--- src/rtl/alu_multicycle_if.sv ---
// Request/response bundle between the execute-stage issuer and alu_multicycle.
// ALU_OVERFLOW_EN adds the registered overflow flag to the response side.
interface alu_multicycle_if #(
  parameter int WIDTH = 32
);
  logic [3:0]       aluOp;
  logic [WIDTH-1:0] data1;
  logic [WIDTH-1:0] data2;
  logic             in_valid;
  logic             in_ready;
  logic [WIDTH-1:0] result;
  logic             zero;
  logic             out_valid;
`ifdef ALU_OVERFLOW_EN
  logic             overflow;

  modport master (
    output aluOp, data1, data2, in_valid,
    input  in_ready, result, zero, out_valid, overflow
  );
  modport slave (
    input  aluOp, data1, data2, in_valid,
    output in_ready, result, zero, out_valid, overflow
  );
`else
  modport master (
    output aluOp, data1, data2, in_valid,
    input  in_ready, result, zero, out_valid
  );
  modport slave (
    input  aluOp, data1, data2, in_valid,
    output in_ready, result, zero, out_valid
  );
`endif
endinterface

--- src/rtl/alu_multicycle.sv ---
// Registered ALU: single-cycle logic/arith ops plus iterative MUL/DIVU/REMU over WIDTH cycles.
// Optional macro ALU_OVERFLOW_EN adds a signed/multiply overflow flag (2*WIDTH-bit multiplier).
module alu_multicycle #(
  parameter int WIDTH = 32
) (
  input  logic             clk,
  input  logic             reset,
  alu_multicycle_if.slave  bus
);
  localparam int CNT_W = $clog2(WIDTH) + 1;

  localparam logic [3:0] OP_AND  = 4'b0000;
  localparam logic [3:0] OP_OR   = 4'b0001;
  localparam logic [3:0] OP_ADD  = 4'b0010;
  localparam logic [3:0] OP_SUB  = 4'b0110;
  localparam logic [3:0] OP_SLT  = 4'b0111;
  localparam logic [3:0] OP_NOR  = 4'b1100;
  localparam logic [3:0] OP_MUL  = 4'b1000;
  localparam logic [3:0] OP_DIVU = 4'b1001;
  localparam logic [3:0] OP_REMU = 4'b1010;

  typedef enum logic [1:0] {
    IDLE = 2'd0,
    BUSY = 2'd1,
    DONE = 2'd2
  } state_t;

  state_t           state_q, state_d;
  logic [CNT_W-1:0] cnt_q, cnt_d;
  logic [3:0]       op_q, op_d;
  logic [WIDTH-1:0] result_q, result_d;
  logic             zero_q, zero_d;
  logic             out_valid_q, out_valid_d;
  logic             in_ready_q, in_ready_d;

  // a: multiplier / dividend->quotient, b: multiplicand / divisor, p: accumulator / remainder
  logic [WIDTH-1:0] a_q, a_d;
  logic [WIDTH-1:0] b_q, b_d;
  logic [WIDTH-1:0] p_q, p_d;

  logic [WIDTH-1:0] alu_res;
  logic [WIDTH-1:0] add_res, sub_res;
  logic [WIDTH-1:0] mul_a, mul_b, mul_p, mul_lo;
  logic [WIDTH:0]   div_shift;
  logic             div_ge;
  logic [WIDTH-1:0] div_a, div_p;
  logic [WIDTH-1:0] iter_res;

`ifdef ALU_OVERFLOW_EN
  logic             ovf_q, ovf_d;
  logic             alu_ovf;
  logic [WIDTH:0]   mul_sum;
  logic [WIDTH-1:0] mul_hi;
`endif

  function automatic logic is_iter(input logic [3:0] op);
    return (op == OP_MUL) || (op == OP_DIVU) || (op == OP_REMU);
  endfunction

  always_comb begin
    add_res = bus.data1 + bus.data2;
    sub_res = bus.data1 - bus.data2;
    case (bus.aluOp)
      OP_AND:  alu_res = bus.data1 & bus.data2;
      OP_OR:   alu_res = bus.data1 | bus.data2;
      OP_ADD:  alu_res = add_res;
      OP_SUB:  alu_res = sub_res;
      OP_SLT:  alu_res = {{(WIDTH-1){1'b0}}, ($signed(bus.data1) < $signed(bus.data2))};
      OP_NOR:  alu_res = ~(bus.data1 | bus.data2);
      default: alu_res = '0;
    endcase
`ifdef ALU_OVERFLOW_EN
    case (bus.aluOp)
      OP_ADD:  alu_ovf = (bus.data1[WIDTH-1] == bus.data2[WIDTH-1]) &&
                         (add_res[WIDTH-1] != bus.data1[WIDTH-1]);
      OP_SUB:  alu_ovf = (bus.data1[WIDTH-1] != bus.data2[WIDTH-1]) &&
                         (sub_res[WIDTH-1] != bus.data1[WIDTH-1]);
      default: alu_ovf = 1'b0;
    endcase
`endif
  end

  // One iteration of each iterative algorithm, evaluated from the current registers.
  always_comb begin
`ifdef ALU_OVERFLOW_EN
    // {p,a} is the 2*WIDTH product register; the multiplier drains out of a as product bits enter.
    mul_sum = {1'b0, p_q} + ({1'b0, b_q} & {(WIDTH+1){a_q[0]}});
    mul_p   = mul_sum[WIDTH:1];
    mul_a   = {mul_sum[0], a_q[WIDTH-1:1]};
    mul_b   = b_q;
    mul_lo  = mul_a;
    mul_hi  = mul_p;
`else
    mul_p   = p_q + (b_q & {WIDTH{a_q[0]}});
    mul_a   = a_q >> 1;
    mul_b   = b_q << 1;
    mul_lo  = mul_p;
`endif
    // Restoring division: a zero divisor always "fits", yielding all-ones and remainder = dividend.
    div_shift = {p_q, a_q[WIDTH-1]};
    div_ge    = (div_shift >= {1'b0, b_q});
    div_p     = div_ge ? (div_shift[WIDTH-1:0] - b_q) : div_shift[WIDTH-1:0];
    div_a     = {a_q[WIDTH-2:0], div_ge};

    case (op_q)
      OP_MUL:  iter_res = mul_lo;
      OP_DIVU: iter_res = div_a;
      default: iter_res = div_p;
    endcase
  end

  always_comb begin
    // NOTE: every *_d is given its hold value first so no branch below can infer a latch.
    state_d     = state_q;
    cnt_d       = cnt_q;
    op_d        = op_q;
    result_d    = result_q;
    zero_d      = zero_q;
    out_valid_d = 1'b0;
    in_ready_d  = in_ready_q;
    a_d         = a_q;
    b_d         = b_q;
    p_d         = p_q;
`ifdef ALU_OVERFLOW_EN
    ovf_d       = ovf_q;
`endif

    case (state_q)
      IDLE: begin
        if (bus.in_valid) begin
          op_d       = bus.aluOp;
          in_ready_d = 1'b0;
          if (is_iter(bus.aluOp)) begin
            state_d = BUSY;
            cnt_d   = CNT_W'(WIDTH);
            a_d     = bus.data1;
            b_d     = bus.data2;
            p_d     = '0;
          end else begin
            state_d     = DONE;
            result_d    = alu_res;
            zero_d      = (alu_res == '0);
            out_valid_d = 1'b1;
`ifdef ALU_OVERFLOW_EN
            ovf_d       = alu_ovf;
`endif
          end
        end
      end

      BUSY: begin
        cnt_d = cnt_q - CNT_W'(1);
        if (op_q == OP_MUL) begin
          a_d = mul_a;
          b_d = mul_b;
          p_d = mul_p;
        end else begin
          a_d = div_a;
          p_d = div_p;
        end
        if (cnt_q == CNT_W'(1)) begin
          state_d     = DONE;
          result_d    = iter_res;
          zero_d      = (iter_res == '0);
          out_valid_d = 1'b1;
`ifdef ALU_OVERFLOW_EN
          ovf_d       = (op_q == OP_MUL) && (mul_hi != '0);
`endif
        end
      end

      DONE: begin
        state_d    = IDLE;
        in_ready_d = 1'b1;
      end

      default: begin
        state_d    = IDLE;
        in_ready_d = 1'b1;
      end
    endcase
  end

  // NOTE: sequential state uses non-blocking assignments so every flop samples pre-edge values.
  always_ff @(posedge clk) begin
    if (reset) begin
      state_q     <= IDLE;
      cnt_q       <= '0;
      result_q    <= '0;
      zero_q      <= 1'b1;
      out_valid_q <= 1'b0;
      in_ready_q  <= 1'b1;
`ifdef ALU_OVERFLOW_EN
      ovf_q       <= 1'b0;
`endif
    end else begin
      state_q     <= state_d;
      cnt_q       <= cnt_d;
      result_q    <= result_d;
      zero_q      <= zero_d;
      out_valid_q <= out_valid_d;
      in_ready_q  <= in_ready_d;
`ifdef ALU_OVERFLOW_EN
      ovf_q       <= ovf_d;
`endif
    end
  end

  // NOTE: operand/working registers are left unreset; they are always loaded on accept before use.
  always_ff @(posedge clk) begin
    op_q <= op_d;
    a_q  <= a_d;
    b_q  <= b_d;
    p_q  <= p_d;
  end

  assign bus.in_ready  = in_ready_q;
  assign bus.result    = result_q;
  assign bus.zero      = zero_q;
  assign bus.out_valid = out_valid_q;
`ifdef ALU_OVERFLOW_EN
  assign bus.overflow  = ovf_q;
`endif

endmodule

--- src/flat_wrapper.sv ---
// flat-port wrapper written by rule: the top's interface ports become plain ports
module alu_multicycle_flat 
#(
  parameter int WIDTH = 32
)
  (clk, reset, bus_aluOp, bus_data1, bus_data2, bus_in_valid, bus_in_ready, bus_result, bus_zero, bus_out_valid);
  alu_multicycle_if #(.WIDTH(WIDTH)) bus_i ();
  input  logic clk;
  input  logic reset;
  input wire logic [$bits(bus_i.aluOp)-1:0] bus_aluOp;
  input wire logic [$bits(bus_i.data1)-1:0] bus_data1;
  input wire logic [$bits(bus_i.data2)-1:0] bus_data2;
  input wire logic [$bits(bus_i.in_valid)-1:0] bus_in_valid;
  output wire logic [$bits(bus_i.in_ready)-1:0] bus_in_ready;
  output wire logic [$bits(bus_i.result)-1:0] bus_result;
  output wire logic [$bits(bus_i.zero)-1:0] bus_zero;
  output wire logic [$bits(bus_i.out_valid)-1:0] bus_out_valid;
  assign bus_i.aluOp = bus_aluOp;
  assign bus_i.data1 = bus_data1;
  assign bus_i.data2 = bus_data2;
  assign bus_i.in_valid = bus_in_valid;
  assign bus_in_ready = bus_i.in_ready;
  assign bus_result = bus_i.result;
  assign bus_zero = bus_i.zero;
  assign bus_out_valid = bus_i.out_valid;
  alu_multicycle #(.WIDTH(WIDTH)) u_core (.clk(clk), .reset(reset), .bus(bus_i));
endmodule
--- config.mk ---
export PLATFORM = sky130hd
export DESIGN_NAME = alu_multicycle_flat
export DESIGN_NICKNAME = d
export VERILOG_FILES = /design/src/rtl/alu_multicycle_if.sv /design/src/rtl/alu_multicycle.sv /design/src/flat_wrapper.sv
export SDC_FILE = /design/constraint.sdc
export NUM_CORES = 1
export LEC_CHECK = 0
export BUFFER_PORTS_ARGS = -buffer_cell sky130_fd_sc_hd__buf_2
export CORE_MARGIN = 2
export CORE_UTILIZATION = 25
export CTS_CLUSTER_DIAMETER = 30
export DETAILED_ROUTE_END_ITERATION = 10
export GPL_ROUTABILITY_DRIVEN = 0
export HOLD_SLACK_MARGIN = 0.06
export MAX_ROUTING_LAYER = met4
export PLACE_DENSITY_LB_ADDON = 0.15
export SETUP_SLACK_MARGIN = 0.5
export SYNTH_ARGS = -nofsm -noshare
export SYNTH_HDL_FRONTEND = slang
export SYNTH_SLANG_ARGS = --single-unit
--- constraint.sdc ---
create_clock -name clk -period 6.2 [get_ports clk]
set_input_delay 0.31 -clock clk [delete_from_list [all_inputs] [get_ports clk]]
set_output_delay 0.31 -clock clk [all_outputs]
set_load 0.005 [all_outputs]
After elaboration in Yosys (flattened, before gate mapping)
Cells that the tools add are included.

cells by class
  multiply operators = 0
  bitwise logic cells = 5
  reductions and logical operators = 13
  mux-type cells = 36
  $add $sub $neg = 5
  shift-type cells = 0
  eq/ne operators = 17
  div/mod/pow operators = 0
  order comparisons = 2

operators by type and width
  kind                                                 count
  2-to-1 mux 32 bit                                    13
  case mux 32 bit (2 select lines)                     5
  case mux 32 bit (6 select lines)                     1
  adder 32 bit                                         2
  AND 32 bit                                           2
  zero test 32 bit                                     2
  subtractor 32 bit                                    2
  greater-or-equal comparator 33 x 32 -> 1 bit         1
  less-than comparator 32 bit                          1
  NOT 32 bit                                           1
  OR 32 bit                                            1
  equality test 4 bit, second input constant           6
  2-to-1 mux 6 bit                                     2
  case mux 6 bit (2 select lines)                      1
  equality test 4 x 3 -> 1 bit, second input constant  2
  AND reduction 4 bit                                  2
  2-to-1 mux 1 bit                                     7
  equality test 6 x 1 -> 1 bit, second input constant  1
  2-to-1 mux 2 bit                                     3
  != test 2 x 1 -> 1 bit, second input constant        3
  case mux 1 bit (2 select lines)                      3
  AND reduction 2 bit                                  3
  subtractor 6 x 1 -> 6 bit, second input constant     1
  equality test 4 x 1 -> 1 bit, second input constant  1
  other kinds (10)                                     12

word-level totals
  output and inout bits = 35
  bits in latches = 0
  register bits after elaboration = 143
  memories kept = 0
  memory bits (read-only) = 0
  input bits = 71
  memory bits (writable) = 0

Longest topological paths before layout
  depth after elaboration = 7
  mapped depth = 17

Least setup slack after synthesis
No wires, ideal clock.

  kind = reg2reg
  start point = register u_core.op_q[0]
  end point = register u_core.b_q[0] (enable)
  arrival time = 3835 ps
  path buffers = 5
  period minus slack after synthesis = 4301 ps
  cell stages (with the launch flop) = 9
  library setup time = 466 ps
  data required time = 5734 ps
  slack = 1899 ps
  cells stage by stage = edfxtp_1 > clkbuf_1 > inv_1 > buf_2 > nand2_1 > clkbuf_1 > buf_1 > buf_1 > o21ai_0

between the ends
  longest elaborated chain between the ends = 3

RTL lines
  what                              RTL line               RTL
  from (decl)                       alu_multicycle.sv:30   logic [3:0] op_q, op_d;
  from (signal assigned)            alu_multicycle.sv:211  op_q <= op_d;
  equality test 4 bit               alu_multicycle.sv:153  if (op_q == OP_MUL) begin
  != test 2 x 1 -> 1 bit (no line)  n/a
  AND reduction 4 bit (no line)     n/a
  to (signal assigned)              alu_multicycle.sv:213  b_q <= b_d;
  to (decl)                         alu_multicycle.sv:38   logic [WIDTH-1:0] b_q, b_d;

No other way between the ends.
A chain may end at the register's enable or synchronous reset.

Worst setup path in the final report
  start point = register u_core.a_q[0]
  end point = register u_core.zero_q (netlist: u_core.bus.zero)

between the ends
  longest elaborated chain between the ends = 6

RTL lines
  what                                RTL line               RTL
  from (decl)                         alu_multicycle.sv:37   logic [WIDTH-1:0] a_q, a_d;
  from (signal assigned)              alu_multicycle.sv:212  a_q <= a_d;
  AND 32 bit                          alu_multicycle.sv:94   mul_p = p_q + (b_q & {WIDTH{a_q[0]}});
  adder 32 bit                        alu_multicycle.sv:94
  case mux 32 bit (2 select lines) *  alu_multicycle.sv:105  case (op_q)
  zero test 32 bit *                  alu_multicycle.sv:164  zero_d = (iter_res == '0);
  2-to-1 mux 1 bit *                  alu_multicycle.sv:161  if (cnt_q == CNT_W'(1)) begin
  case mux 1 bit (2 select lines) *   alu_multicycle.sv:128  case (state_q)
  to (signal assigned)                alu_multicycle.sv:200  zero_q <= zero_d;
  to (decl)                           alu_multicycle.sv:32   logic zero_q, zero_d;

Every way passes the cells marked *; elsewhere a longest branch is shown, timed or not. The select of a mux whose other input is x is not followed.

==> impl.org <==
** Route
- Final routed wire length divided by cell count :: ~24 um
- Dividing the detail-routed via count by the number of cells gives 5.58.
- Residual DRC count :: 0
- Drt initial violations :: roughly 1.5k
- WL final :: 75.1 mm
- Detailed routing inserted a total of 17.7k vias.
- Detail Route Antenna Nets :: 0
- The first detailed-routing pass took 5 iterations.

** Yosys
- Counting distinct cell types in the post-synthesis netlist gives 96.
- Combinational family with the most area after synthesis :: compound AO/OA/AOI/OAI gates
- Summing the areas of all compound-gate instances in the mapped netlist gives 29.9% of the synthesized area.
- Most frequent cell after synthesis :: sky130_fd_sc_hd__nand2_1
- Proportion of synthesized chip area in sequential cells :: 22.5%
- Number of synthesized flops with an enable pin :: 100
- Mean Syn Cell Area :: roughly 7.6 um^2
- The most used flip-flop cell after synthesis is sky130_fd_sc_hd__edfxtp_1.
- Simple-gate share of the synthesized area :: a little under a quarter
- For this run, the number of Yosys warnings is 0.
- Of the total synthesized cell area, the portion taken by XOR and XNOR cells is 3.31%.
- In the synthesized netlist, mux cells make up 1.99% of the area.
- Number of instances in the synthesized netlist :: 2,275
- Synthesized net count :: 2,523
- The largest total area in the synthesized netlist belongs to sky130_fd_sc_hd__edfxtp_1.
- The top cell type by area accounts for between 10% and 20% of the synthesized area.
- Summing the areas of all fa, ha and maj instances in the mapped netlist gives 13.1% of the synthesized area.
- Register bit total from synthesis :: ~140
- Cell types occupying the most area after synthesis :: sky130_fd_sc_hd__edfxtp_1 17%, sky130_fd_sc_hd__ha_1 13%, sky130_fd_sc_hd__nand2_1 5.9%
- By count the netlist is led by 270 x sky130_fd_sc_hd__nand2_1, 221 x sky130_fd_sc_hd__nor2_1, 175 x sky130_fd_sc_hd__a21oi_1.
- After synthesis, the share of flip-flops with an asynchronous set or reset is 0%.
- In this run the cell area of the synthesized design comes to 17,200 um^2.

** STA
- Timing would allow up to about 0.18 GHz.
- Final max-slew violation count :: 0
- Final setup violation count :: 0
- In this run the tightest slew margin relative to its limit is 15.4%.
- Of the available clock period, the critical path in the final layout requires 87.3%.
- Across the routed clock network, the largest skew measured is roughly 0.011 ns.
- In the final timing run, aggregate negative setup slack is 0 ns.
- The number of failing hold endpoints at the final stage is 0.
- Final critical delay including setup and external delays :: 5.41 ns
- The tightest hold path in the finished design has a slack of 0.238 ns.
- Slew at the pin with the worst max-slew slack :: 1.27 ns
- RSZ-0062 raised after global routing :: false

** Cells and area
- Final #Nets :: 2,524
- Share of cells above drive strength 1 :: 9.96%
- Count of fill cells added during filler insertion :: ~7.4k
- The area growth from synthesis to layout is 10.7%.

** Floorplan
- Once the floorplan was initialized, standard cells occupied 25.2% of the core.
- CORE AREA :: roughly 68,000 um^2
- The floorplan step set the die height to 266 um.
- The die covers 70,900 um^2.
- Number of rows created at floorplan :: 96
- For this design the top-level I/O count stands at 106.
- Die X-Extent :: 266 um

** Min path
- In this run the worst hold path is classified as input port to flop.

** Worst setup path
- In this run the worst path has a maximum fanout of 35.
- Critical path's slowest cell :: sky130_fd_sc_hd__edfxtp_1
- Worst Setup Start Kind :: flop
- The most numerous cell type found on the critical path is sky130_fd_sc_hd__a211oi_1.
- Category of the critical setup timing path :: flop to flop
- For this run, the slowest stage of the critical path takes between 1 and 1.5 ns.
- The worst setup path is captured at a flop.
- Data arrival at the endpoint of the critical path :: between 5 and 6 ns
- Ordered list of cells on the worst path :: and2_1 -> ha_1 -> a21oi_1 -> nand4b_1 -> a211oi_1 -> a21boi_0 -> xnor2_1 -> a211oi_1 -> a211oi_1 -> nor4_4 -> o2111ai_1 -> nor4_2 -> nand4_1 -> a31oi_1
- Required time worst endpoint :: between 6 and 7 ns

** Global route
- Summed over all layers, the global routing overflow is 0.
- Largest net degree at the start of global routing :: 79
- The number of antenna violations at the first check in global routing came to 2.
- For this run, the total global-route usage over all layers was measured as ~21%.
- The via count of the first global-routing pass is 17.4k.
- The first global-routing pass estimated 112 mm of wire.

** Outcome
- Status :: complete, no violations

** Pwr
- Clock Power Share :: a little under a third
- Dividing total power by cell area gives a power density of around 180 nW/um^2.
- Power share of the combinational group :: 36.2%
- Internal Power :: ~2 mW
- Leakage component of the power :: 7.71 nW
- Worst-case vdd ir drop :: 207 uV
- The analysis attributes to net switching a power of between 1 and 1.5 mW.
- Sequential cells burn approximately 33% of the power.
- Sw Share :: about two fifths

** Clock tree
- Total number of clock tree sinks :: 143
- CTS Root Buffer Type :: sky130_fd_sc_hd__clkbuf_16
- Number of H-tree levels :: 4
- The number of gates resized after CTS was 0.
- Clock latency of the later-clocked register in the worst-skew pair :: about 0.47 ns
- Clock tree buffer depth :: 2
- In this run, CTS created clock tree buffers numbering 17.
- Clock-pin slew was measured on the worst setup and hold paths at 0.08 ns.
- TritonCTS built the clock tree.
- Hold_buf cts :: 0
- The number of setup buffers added after CTS is 0.

** Job
- Max-cap violations in this run came to 0.

** Placed design
- Port bufs :: approximately 110
- Final HPWL from detailed placement :: 57.8 mm
-- cell families (layout without fill, tap and decap cells) --
kind of cell,Yosys count,in the layout
buffers and inverters,286,300
AO/OA/AOI/OAI,754,754
adder cells (fa/ha/maj),177,177
XOR/XNOR,65,65
flip-flops,143,143
multiplexers,33,33
other,0,1
AND/OR/NAND/NOR,817,817
-- worst max-delay path, delay by kind of cell (launching register included) --
family / cells / cell delay [ns]
AOI/OAI and AO/OA: 7 / 2.40
and+or+nand+nor: 5 / 1.29
xor gates and xnor gates: 1 / 0.28
adders and majority gates: 1 / 0.19
DFF: 1 / 1.19
-- final cells by class --
cell class,count,area (um^2),area share (%)
clock inverters,15,136,0.716
diodes,1,2.50,0.0131
multi-input cells,1846,12300,64.5
clock buffers,17,425,2.23
flip-flops and latches,143,3860,20.3
repair buffers,128,698,3.67
well taps,882,1100,5.80
inverters,140,528,2.77
-- layer usage --
metal	routed length, um	track usage (%)	vias up
li1	-	-	8367
met1	35500	28.9	8663
met2	34200	33.8	578
met3	3590	2.74	82
met4	1780	5.80	0
met5	0	-	-
-- layout by cell type, fill, tap and decap left out, types with 21 or more instances in the layout --
cell                       Yosys  layout
sky130_fd_sc_hd__inv_1       138     138
sky130_fd_sc_hd__xnor2_1      35      35
sky130_fd_sc_hd__buf_2        14     105
sky130_fd_sc_hd__nor3_1       60      58
sky130_fd_sc_hd__a31oi_1      48      48
sky130_fd_sc_hd__a21o_1       38      38
sky130_fd_sc_hd__edfxtp_1    100     100
sky130_fd_sc_hd__ha_1        173     173
sky130_fd_sc_hd__nand2b_1     29      28
sky130_fd_sc_hd__a221oi_1     32      32
sky130_fd_sc_hd__xor2_1       30      30
sky130_fd_sc_hd__dfxtp_1      43      43
sky130_fd_sc_hd__o31ai_1      21      21
sky130_fd_sc_hd__a211oi_1     68      68
sky130_fd_sc_hd__o211ai_1     35      35
sky130_fd_sc_hd__nand2_1     270     268
sky130_fd_sc_hd__nand3_1      35      35
sky130_fd_sc_hd__buf_4         2      23
sky130_fd_sc_hd__nand4_1      31      31
sky130_fd_sc_hd__o21ai_0     137     136
sky130_fd_sc_hd__nor2_1      221     220
sky130_fd_sc_hd__a21oi_1     175     174
sky130_fd_sc_hd__mux2i_1      27      27
sky130_fd_sc_hd__o21bai_1     23      23
sky130_fd_sc_hd__and2_1       45      45
-- final timing paths --
kind                                      startpoint              endpoint  slack, ns  cells past startpoint
worst max register to register         u_core.a_q[0]       u_core.bus.zero       0.79                     14
worst min register to register  u_core.bus.result[0]  u_core.bus.result[0]       0.45                      2
worst min-delay path                    bus_in_valid   u_core.bus.in_ready       0.24                      3
worst max-delay path                   u_core.a_q[0]       u_core.bus.zero       0.79                     14
-- power by group through the flow --
| stage | clock, mW | combinational (mW) | sequential [mW] |
|---|---|---|---|
| after global routing | 1.11 | 1.36 | 1.15 |
| after global placement | 0 | 1.22 | 1.16 |
| after CTS | 1.08 | 1.23 | 1.14 |
| after detailed placement | 0 | 1.22 | 1.16 |
| after floorplan | 0 | 0.815 | 1.13 |
| final | 1.06 | 1.25 | 1.14 |
-- sequential cells by signal, summed over array words and instances (netlist names) --
name	flops
u_core.state_q	2
u_core.bus.result	32
u_core.cnt_q	6
u_core.bus.out_valid	1
u_core.a_q	32
u_core.b_q	32
u_core.bus.zero	1
u_core.bus.in_ready	1
u_core.op_q	4
u_core.p_q	32
-- metrics by stage --
step | setup slack (ns) | area (um^2) | std cells | total power, mW | util [%]
finish | 0.790 | 19000 | 3172 | 3.45 | 27.9
CTS | 0.857 | 19000 | 3171 | 3.45 | 27.8
floorplan | 1.90 | 17200 | 2275 | 1.95 | -
detailed placement | 0.913 | 18500 | 3139 | 2.38 | 27.0
global placement | 0.917 | 18500 | 3139 | 2.38 | 27.0
global route | 0.600 | 19000 | 3172 | 3.62 | 27.9
Note: power is estimated with default switching activity, not from simulation.
